[src/rtl/word_loader.sv]
// Packs a byte stream into the encoder's input SRAM: one 0x00-terminated word per
// run of non-separator bytes, followed by a single 0x00 end-of-list marker.
module word_loader #(
    parameter int ADDR_WIDTH = 4,
    parameter int DATA_WIDTH = 8
) (
    input  logic                  clk,
    input  logic                  rst_n,
    input  logic                  start,
    input  logic                  in_valid,
    input  logic [DATA_WIDTH-1:0] in_data,
    input  logic                  in_last,
    output logic                  in_ready,
    output logic                  mem_we,
    output logic [ADDR_WIDTH-1:0] mem_addr,
    output logic [DATA_WIDTH-1:0] mem_din,
    output logic                  busy,
    output logic                  done,
    output logic [ADDR_WIDTH-1:0] word_count,
    output logic                  overflow
);

    typedef enum logic [2:0] {IDLE, LOAD, TERM, ENDM, DONE} state_t;

    // Highest address a character may occupy; keeps room for a terminator and the end marker.
    localparam logic [ADDR_WIDTH-1:0] CHAR_LIMIT = ADDR_WIDTH'((2 ** ADDR_WIDTH) - 3);
    localparam logic [DATA_WIDTH-1:0] SEP_SPACE  = DATA_WIDTH'(8'h20);

    state_t                state_q, state_d;
    logic [ADDR_WIDTH-1:0] wp_q, wp_d;
    logic                  in_word_q, in_word_d;
    logic [ADDR_WIDTH-1:0] word_count_q, word_count_d;
    logic                  overflow_q, overflow_d;
    logic                  mem_we_q, mem_we_d;
    logic [ADDR_WIDTH-1:0] mem_addr_q, mem_addr_d;
    logic [DATA_WIDTH-1:0] mem_din_q, mem_din_d;
    logic                  done_q, done_d;
    logic                  is_sep;

    assign is_sep = (in_data == SEP_SPACE) || (in_data == '0);

    always_comb begin
        state_d      = state_q;
        wp_d         = wp_q;
        in_word_d    = in_word_q;
        word_count_d = word_count_q;
        overflow_d   = overflow_q;
        mem_we_d     = 1'b0;
        mem_addr_d   = mem_addr_q;
        mem_din_d    = mem_din_q;
        done_d       = 1'b0;

        case (state_q)
            IDLE: begin
                if (start) begin
                    wp_d         = '0;
                    in_word_d    = 1'b0;
                    word_count_d = '0;
                    overflow_d   = 1'b0;
                    state_d      = LOAD;
                end
            end
            LOAD: begin
                if (in_valid) begin
                    if (!is_sep) begin
                        if (wp_q <= CHAR_LIMIT) begin
                            mem_we_d   = 1'b1;
                            mem_addr_d = wp_q;
                            mem_din_d  = in_data;
                            wp_d       = wp_q + 1'b1;
                            in_word_d  = 1'b1;
                        end else begin
                            overflow_d = 1'b1;
                        end
                    end else if (in_word_q) begin
                        mem_we_d     = 1'b1;
                        mem_addr_d   = wp_q;
                        mem_din_d    = '0;
                        wp_d         = wp_q + 1'b1;
                        word_count_d = word_count_q + 1'b1;
                        in_word_d    = 1'b0;
                    end
                    if (in_last) begin
                        state_d = TERM;
                    end
                end
            end
            TERM: begin
                // Close a word that ran up to the end of the stream without a separator.
                if (in_word_q) begin
                    mem_we_d     = 1'b1;
                    mem_addr_d   = wp_q;
                    mem_din_d    = '0;
                    wp_d         = wp_q + 1'b1;
                    word_count_d = word_count_q + 1'b1;
                    in_word_d    = 1'b0;
                end
                state_d = ENDM;
            end
            ENDM: begin
                mem_we_d   = 1'b1;
                mem_addr_d = wp_q;
                mem_din_d  = '0;
                state_d    = DONE;
            end
            DONE: begin
                done_d  = 1'b1;
                state_d = IDLE;
            end
            default: begin
                state_d = IDLE;
            end
        endcase
    end

    always_ff @(posedge clk) begin
        if (!rst_n) begin
            state_q      <= IDLE;
            wp_q         <= '0;
            in_word_q    <= 1'b0;
            word_count_q <= '0;
            overflow_q   <= 1'b0;
            mem_we_q     <= 1'b0;
            mem_addr_q   <= '0;
            mem_din_q    <= '0;
            done_q       <= 1'b0;
        end else begin
            state_q      <= state_d;
            wp_q         <= wp_d;
            in_word_q    <= in_word_d;
            word_count_q <= word_count_d;
            overflow_q   <= overflow_d;
            mem_we_q     <= mem_we_d;
            mem_addr_q   <= mem_addr_d;
            mem_din_q    <= mem_din_d;
            done_q       <= done_d;
        end
    end

    assign in_ready   = (state_q == LOAD);
    assign busy       = (state_q != IDLE);
    assign mem_we     = mem_we_q;
    assign mem_addr   = mem_addr_q;
    assign mem_din    = mem_din_q;
    assign done       = done_q;
    assign word_count = word_count_q;
    assign overflow   = overflow_q;

endmodule

[config.mk]
export PLATFORM = sky130hd
export DESIGN_NAME = word_loader
export DESIGN_NICKNAME = d
export VERILOG_FILES = /design/src/rtl/word_loader.sv
export SDC_FILE = /design/constraint.sdc
export NUM_CORES = 1
export LEC_CHECK = 0
export ABC_AREA = 0
export CORE_MARGIN = 4
export CORE_UTILIZATION = 48
export CTS_BUF_LIST = sky130_fd_sc_hd__clkbuf_4
export DETAILED_ROUTE_END_ITERATION = 7
export HOLD_SLACK_MARGIN = 0.1
export PLACE_DENSITY = 0.77
export SYNTH_ARGS = -nofsm -noshare
export SYNTH_HDL_FRONTEND = slang
export SYNTH_SLANG_ARGS = --single-unit
[constraint.sdc]
create_clock -name clk -period 4.9 [get_ports clk]
set_input_delay 0.98 -clock clk [delete_from_list [all_inputs] [get_ports clk]]
set_output_delay 0.98 -clock clk [all_outputs]
set_load 0.005 [all_outputs]
==> results of run 1 <==
==> worst max-delay path by stage <==
stage | start | endpoint | slack [ps] | depth (start not counted)
floorplan | in_data[7] | mem_din[0] | 2530 | 4
global placement | in_data[7] | mem_din[2] | 1880 | 5
detailed placement | in_data[7] | mem_din[3] | 1840 | 5
CTS | state_q[0] | in_ready | 1850 | 3
global route | state_q[0] | in_ready | 1750 | 3
finish | state_q[0] | in_ready | 1850 | 3
==> cells by family after synthesis <==
| group | synth area share [%] |
|---|---|
| AOI/OAI and AO/OA | 28.2 |
| xor gates and xnor gates | 0.594 |
| adders and majority gates | 3.39 |
| buffers and inverters | 4.58 |
| DFF | 36.6 |
| muxes | 2.71 |
| and+or+nand+nor | 23.8 |
==> power by group <==
part / switching, mW / internal (mW)
clock network: 0.0700 / 0.0313
registers: 0.00985 / 0.227
logic: 0.0459 / 0.0438
==> critical path: cells and delay by family, from the launching register on <==
kind / cells / cell delay (ps)
buffers and inverters: 2 / 660
flip-flops: 1 / 580
AND/OR/NAND/NOR: 1 / 490
==> registers in the layout, indices dropped and copies added (netlist names) <==
register	count
wp_q	4
done	1
mem_we	1
mem_addr	4
overflow	1
word_count	4
in_word_q	1
mem_din	8
state_q	3
==> layout by cell type (no fill, tap or decap), types with 3 or more instances in the layout <==
| cell | Yosys | routed |
|---|---|---|
| clkdlybuf4s50_1 | 0 | 33 |
| dfxtp_1 | 27 | 27 |
| nand2_1 | 17 | 17 |
| nor3_1 | 7 | 7 |
| a21oi_1 | 7 | 7 |
| a32o_1 | 7 | 7 |
| inv_1 | 6 | 6 |
| nor2_1 | 5 | 5 |
| o21ai_0 | 4 | 4 |
| mux2i_1 | 4 | 4 |
| nand3_1 | 4 | 4 |
| ha_1 | 4 | 4 |
| nand2b_1 | 3 | 3 |
| a2111oi_0 | 3 | 3 |
| clkbuf_4 | 0 | 3 |
==> cell type report <==
class	count	area share [%]
multi-input cells	116	47.3
flip-flops and latches	27	29.5
repair buffers	33	18.0
well taps	31	2.12
inverters	7	1.43
clock buffers	3	1.23
clock inverters	1	0.410
==> per-stage QoR <==
stage	cell area [sq um]	utilization [%]	hold WS [ps]	worst slack, ps	cells
global placement	1800	63.2	442	1880	214
CTS	1830	64.3	472	1850	218
global route	1830	64.3	500	1750	218
floorplan	1480	-	451	2530	158
detailed placement	1800	63.2	453	1840	214
finish	1830	64.3	469	1850	218
==> routing by layer <==
layer  wire (um)  share of wire [%]  vias to the layer above  track usage, %
met4          56                1.6                        0            6.47
met3         255                7.3                        5            4.26
li1            -                  -                      672               -
met5           0                  0                        -               0
met1        1600                 46                      631            23.3
met2        1570                 45                       46            28.7
==> metrics.yaml, run 1 <==
run_status:
  status: "complete, no violations"
yosys:
  synth_edf_count: 0
  netlist_area_sq_um: 1480
  synth-async-reset-ratio_pct: 0
  yosysSeqAreaShare_pct: 36.6
  syn_avg_cell_area_sq_um: 9.34
  synth_flop_cell: "dfxtp_1"
  yosysUniqueCellTypes: 57
  synth_top_cell_area_share_pct: 36.6
  ys_top_cells_by_count: "dfxtp_1, nand2_1, a21oi_1, a32o_1, nor3_1"
  synth_top_cell_by_area: "dfxtp_1"
  synthTopCellsByArea: "dfxtp_1, a32o_1, nand2_1"
  yosysMostFrequentCell: "dfxtp_1"
  synth_nets: 175
  syn_inst: 158
  synth-seq-cells: 27
  ys_warn_count: 0
timing:
  finalSetupTns_ps: 0
  setup_viol: 0
  maxSlewHeadroom_pct: 40.0
  tightest_slew_ps: 897
  maxSlewViolCount: 0
  finalHoldViolCount: 0
  rsz0062_at_grt: "no"
  period_needed_ps: 3050
  fin_crit_sh_pct: 62.3
  clock_skew_ps: 10.4
  max_freq_mhz: 327
power:
  power_density_nw_per_um2: 233
  p_leak_nw: 0.611
  irDropWorstVdd_v: 0.000141
  finalPower_mw: 0.428
place:
  gp_congestion: 0.871
  portBuffers: 33
  place.detailed.hpwl_mm: 2.63
route:
  routedWlPerCell_um: 16.0
  via_count: 1354
  finalWirelength_mm: 3.48
  postRouteAntennaNets: 0
  drtIter0Drc: 108
  drt-pass1-iter-count: 5
  drc: 0
  via_per_inst: 6.21
global_route:
  grt-ovfl-total: 0
  grt_max_degree: 28
  track_usage_pct: 17.9
  grt_pass1_wl_mm: 5.87
  grt_pass1_vias: 1265
  antenna_found_initial: 0
setup_path:
  max_stage_delay_ps: 580
  crit_fanout: 13
  critPathLaunchType: "flip-flop"
  r2r_setup_slack_ps: 2750
  critical_path_class: "reg -> out"
  cp_data_arrival_time_ps: 2070
  path_cells: "or3b_1, inv_2, clkdlybuf4s50_1"
  critPathCaptureType: "primary output"
  reg2reg_depth: 4
  worstReg2RegStart: "state_q[1]"
  r2r_end: "word_count[3]"
  cp.required_ps: 3920
  slowest_stage: "dfxtp_1"
clock_tree:
  cts-buffers-inserted: 3
  postCtsHoldBufs: 0
  cts_buffer_depth: 2
  cts_resized: 0
  path_clk_slew_ps: 150
  cts-root-buf: "clkbuf_4"
  h-tree-depth: 1
  postCtsSetupBuffers: 0
  cts_tree: "yes"
  clock-sinks: 27
  clk_latency_ps: 340
floorplan:
  die-area_sq_um: 4020
  die_y_um: 63.4
  chipWidth_um: 63.4
  fp-row-count: 19
  start_util_pct: 51.7
  io_pins: 34
  core-area_sq_um: 2850
final_layout:
  seqCellArea_sq_um: 541
  area_delta_synth_final_pct: 24.3
  nets: 205
  multi_input_area_sq_um: 867
  n_antenna_cell: 0
  drive_gt1_share_pct: 9.09
  fillers: 258
hold_path:
  hold-path-endpoint: "mem_addr[2]"
  min-delay-start: "mem_addr[2]"
  min_path_type: "reg -> reg"
  hold_path_depth: 2
run:
  cap_viol_max_count: 0
No activity file was read; power rests on OpenSTA's default activity.
==> inputs of run 2 (changes only) <==
==> constraint.sdc (replaced) <==
create_clock -name clk -period 3 [get_ports clk]
set_input_delay 0.6 -clock clk [delete_from_list [all_inputs] [get_ports clk]]
set_output_delay 0.6 -clock clk [all_outputs]
set_load 0.005 [all_outputs]
==> run 2 against run 1 <==
First-iteration DRC count decreased by 32%; sequential power increased by 64%; power increased by 65%; largest cell class unchanged; largest power group unchanged.
==> metrics.yaml, run 2 (synthesis gave the netlist of run 1 again) <==
run_status:
  status: "complete, no violations"
final_layout:
  nets: 206
  drive_gt1_share_pct: 9.57
  instances_no_fill: 219
  layout.cells.most_common: "clkdlybuf4s50_1"
  n_antenna_cell: 0
  fillers: 236
  final_cell_area_sq_um: 1840
  area_delta_synth_final_pct: 24.8
  final_cell_mix: "clkdlybuf4s50_1, dfxtp_1, nand2_1"
  largest_reg_flops: 8
route:
  drc: 0
  drtIter0Drc: 73
  via_per_inst: 6.39
  drt-pass1-iter-count: 4
  postRouteAntennaNets: 0
  routedWlPerCell_um: 17.3
  finalWirelength_mm: 3.78
  via_count: 1399
setup_path:
  cp.required_ps: 2400
  cp.buffers_inverters: 2
  critPathLaunchType: "flip-flop"
  cp_data_arrival_time_ps: 2040
  crit_family: "buffers and inverters"
  slowest_stage: "dfxtp_1"
  path_cells: "or3b_1, inv_2, clkdlybuf4s50_1"
  crit_fanout: 13
  critical_path_class: "reg -> out"
  r2r_setup_slack_ps: 830
  critPathCaptureType: "primary output"
  max_stage_delay_ps: 610
global_route:
  track_usage_pct: 19.4
  grt_max_degree: 25
  grt_pass1_wl_mm: 6.45
  grt_pass1_vias: 1399
  grt-ovfl-total: 0
  antenna_found_initial: 0
power:
  power.switching_mw: 0.202
  p_sw_share_pct: 28.7
  p_clk_share_pct: 23.9
  irDropWorstVdd_v: 0.000363
  power_density_nw_per_um2: 384
  power_frac_seq_pct: 55.0
  p_comb_share_pct: 21.1
  p_leak_nw: 0.621
  p_int_mw: 0.504
timing:
  tightest_slew_ps: 556
  max_freq_mhz: 379
  maxSlewViolCount: 0
  setup_viol: 0
  rsz0062_at_grt: "no"
  finalHoldViolCount: 0
  clock_skew_ps: 10.9
  maxSlewHeadroom_pct: 62.9
  fin_crit_sh_pct: 87.9
  period_needed_ps: 2640
  finalSetupTns_ps: 0
floorplan:
  die_y_um: 63.4
  core-area_sq_um: 2850
  die-area_sq_um: 4020
  start_util_pct: 51.7
  io_pins: 34
  chipWidth_um: 63.4
  fp-row-count: 19
place:
  dp_cells: 215
  placed_cell_area_sq_um: 1810
  portBuffers: 33
  gp_congestion: 0.901
  place.detailed.hpwl_mm: 2.88
clock_tree:
  cts-root-buf: "clkbuf_4"
  path_clk_slew_ps: 150
  cts_buffer_depth: 2
  cts_tree: "yes"
  clock-sinks: 27
  postCtsSetupBuffers: 0
  clk_latency_ps: 320
  cts-buffers-inserted: 3
  postCtsHoldBufs: 0
  cts_resized: 0
  h-tree-depth: 1
run:
  cap_viol_max_count: 0
hold_path:
  min_path_type: "reg -> reg"
[run 2: cell count changes in the layout (fill, tap and decap cells not counted)]
cell        delta
clkinvlp_4     -1
buf_4          +1
clkbuf_4       +1
[run 2: path summary, 6_finish.rpt]
kind / to / depth (start not counted) / startpoint
worst min-delay path: mem_addr[2] / 2 / mem_addr[2]
worst max-delay path: in_ready / 3 / state_q[0]
worst max register to register: word_count[3] / 4 / state_q[1]
worst min register to register: mem_addr[2] / 2 / mem_addr[2]
[run 2: through the flow]
| stage | power [mW] | setup WS [ps] | utilization, % | hold slack (ps) |
|---|---|---|---|---|
| final | 0.706 | 362 | 64.5 | 469 |
| after global routing | 0.740 | 248 | 64.5 | 488 |
| after CTS | 0.706 | 374 | 64.5 | 468 |
| after detailed placement | 0.543 | 350 | 63.5 | 446 |
| after global placement | 0.541 | 398 | 63.5 | 443 |
| after floorplan | 0.481 | 1010 | - | 451 |
[run 2: layout make-up]
type                            instances  area [sq um]  share of cell area [%]
Clock buffer                            4          30.0                    1.63
Sequential cell                        27           541                    29.4
Multi-Input combinational cell        116           867                    47.1
Inverter                                7          26.3                    1.43
Timing Repair Buffer                   34           338                    18.4
Tap cell                               31          38.8                    2.11
[run 2: per-layer routing]
layer / track usage [%] / routed length (um)
met4: 4.58 / 38
met2: 33.1 / 1740
met1: 24.6 / 1720
met3: 4.44 / 281
met5: 0 / 0
[run 2: tightest hold or removal path, stage by stage (launching register included)]
cell and delay (ps):
dfxtp_1 340, nand2_1 50, mux2i_1 50
[run 2: power groups by stage]
| stage | logic, mW | registers [mW] | clock network (mW) |
|---|---|---|---|
| floorplan | 0.0948 | 0.386 | 0 |
| global placement | 0.147 | 0.394 | 0 |
| detailed placement | 0.148 | 0.396 | 0 |
| CTS | 0.149 | 0.388 | 0.170 |
| global route | 0.163 | 0.391 | 0.187 |
| finish | 0.149 | 0.388 | 0.169 |
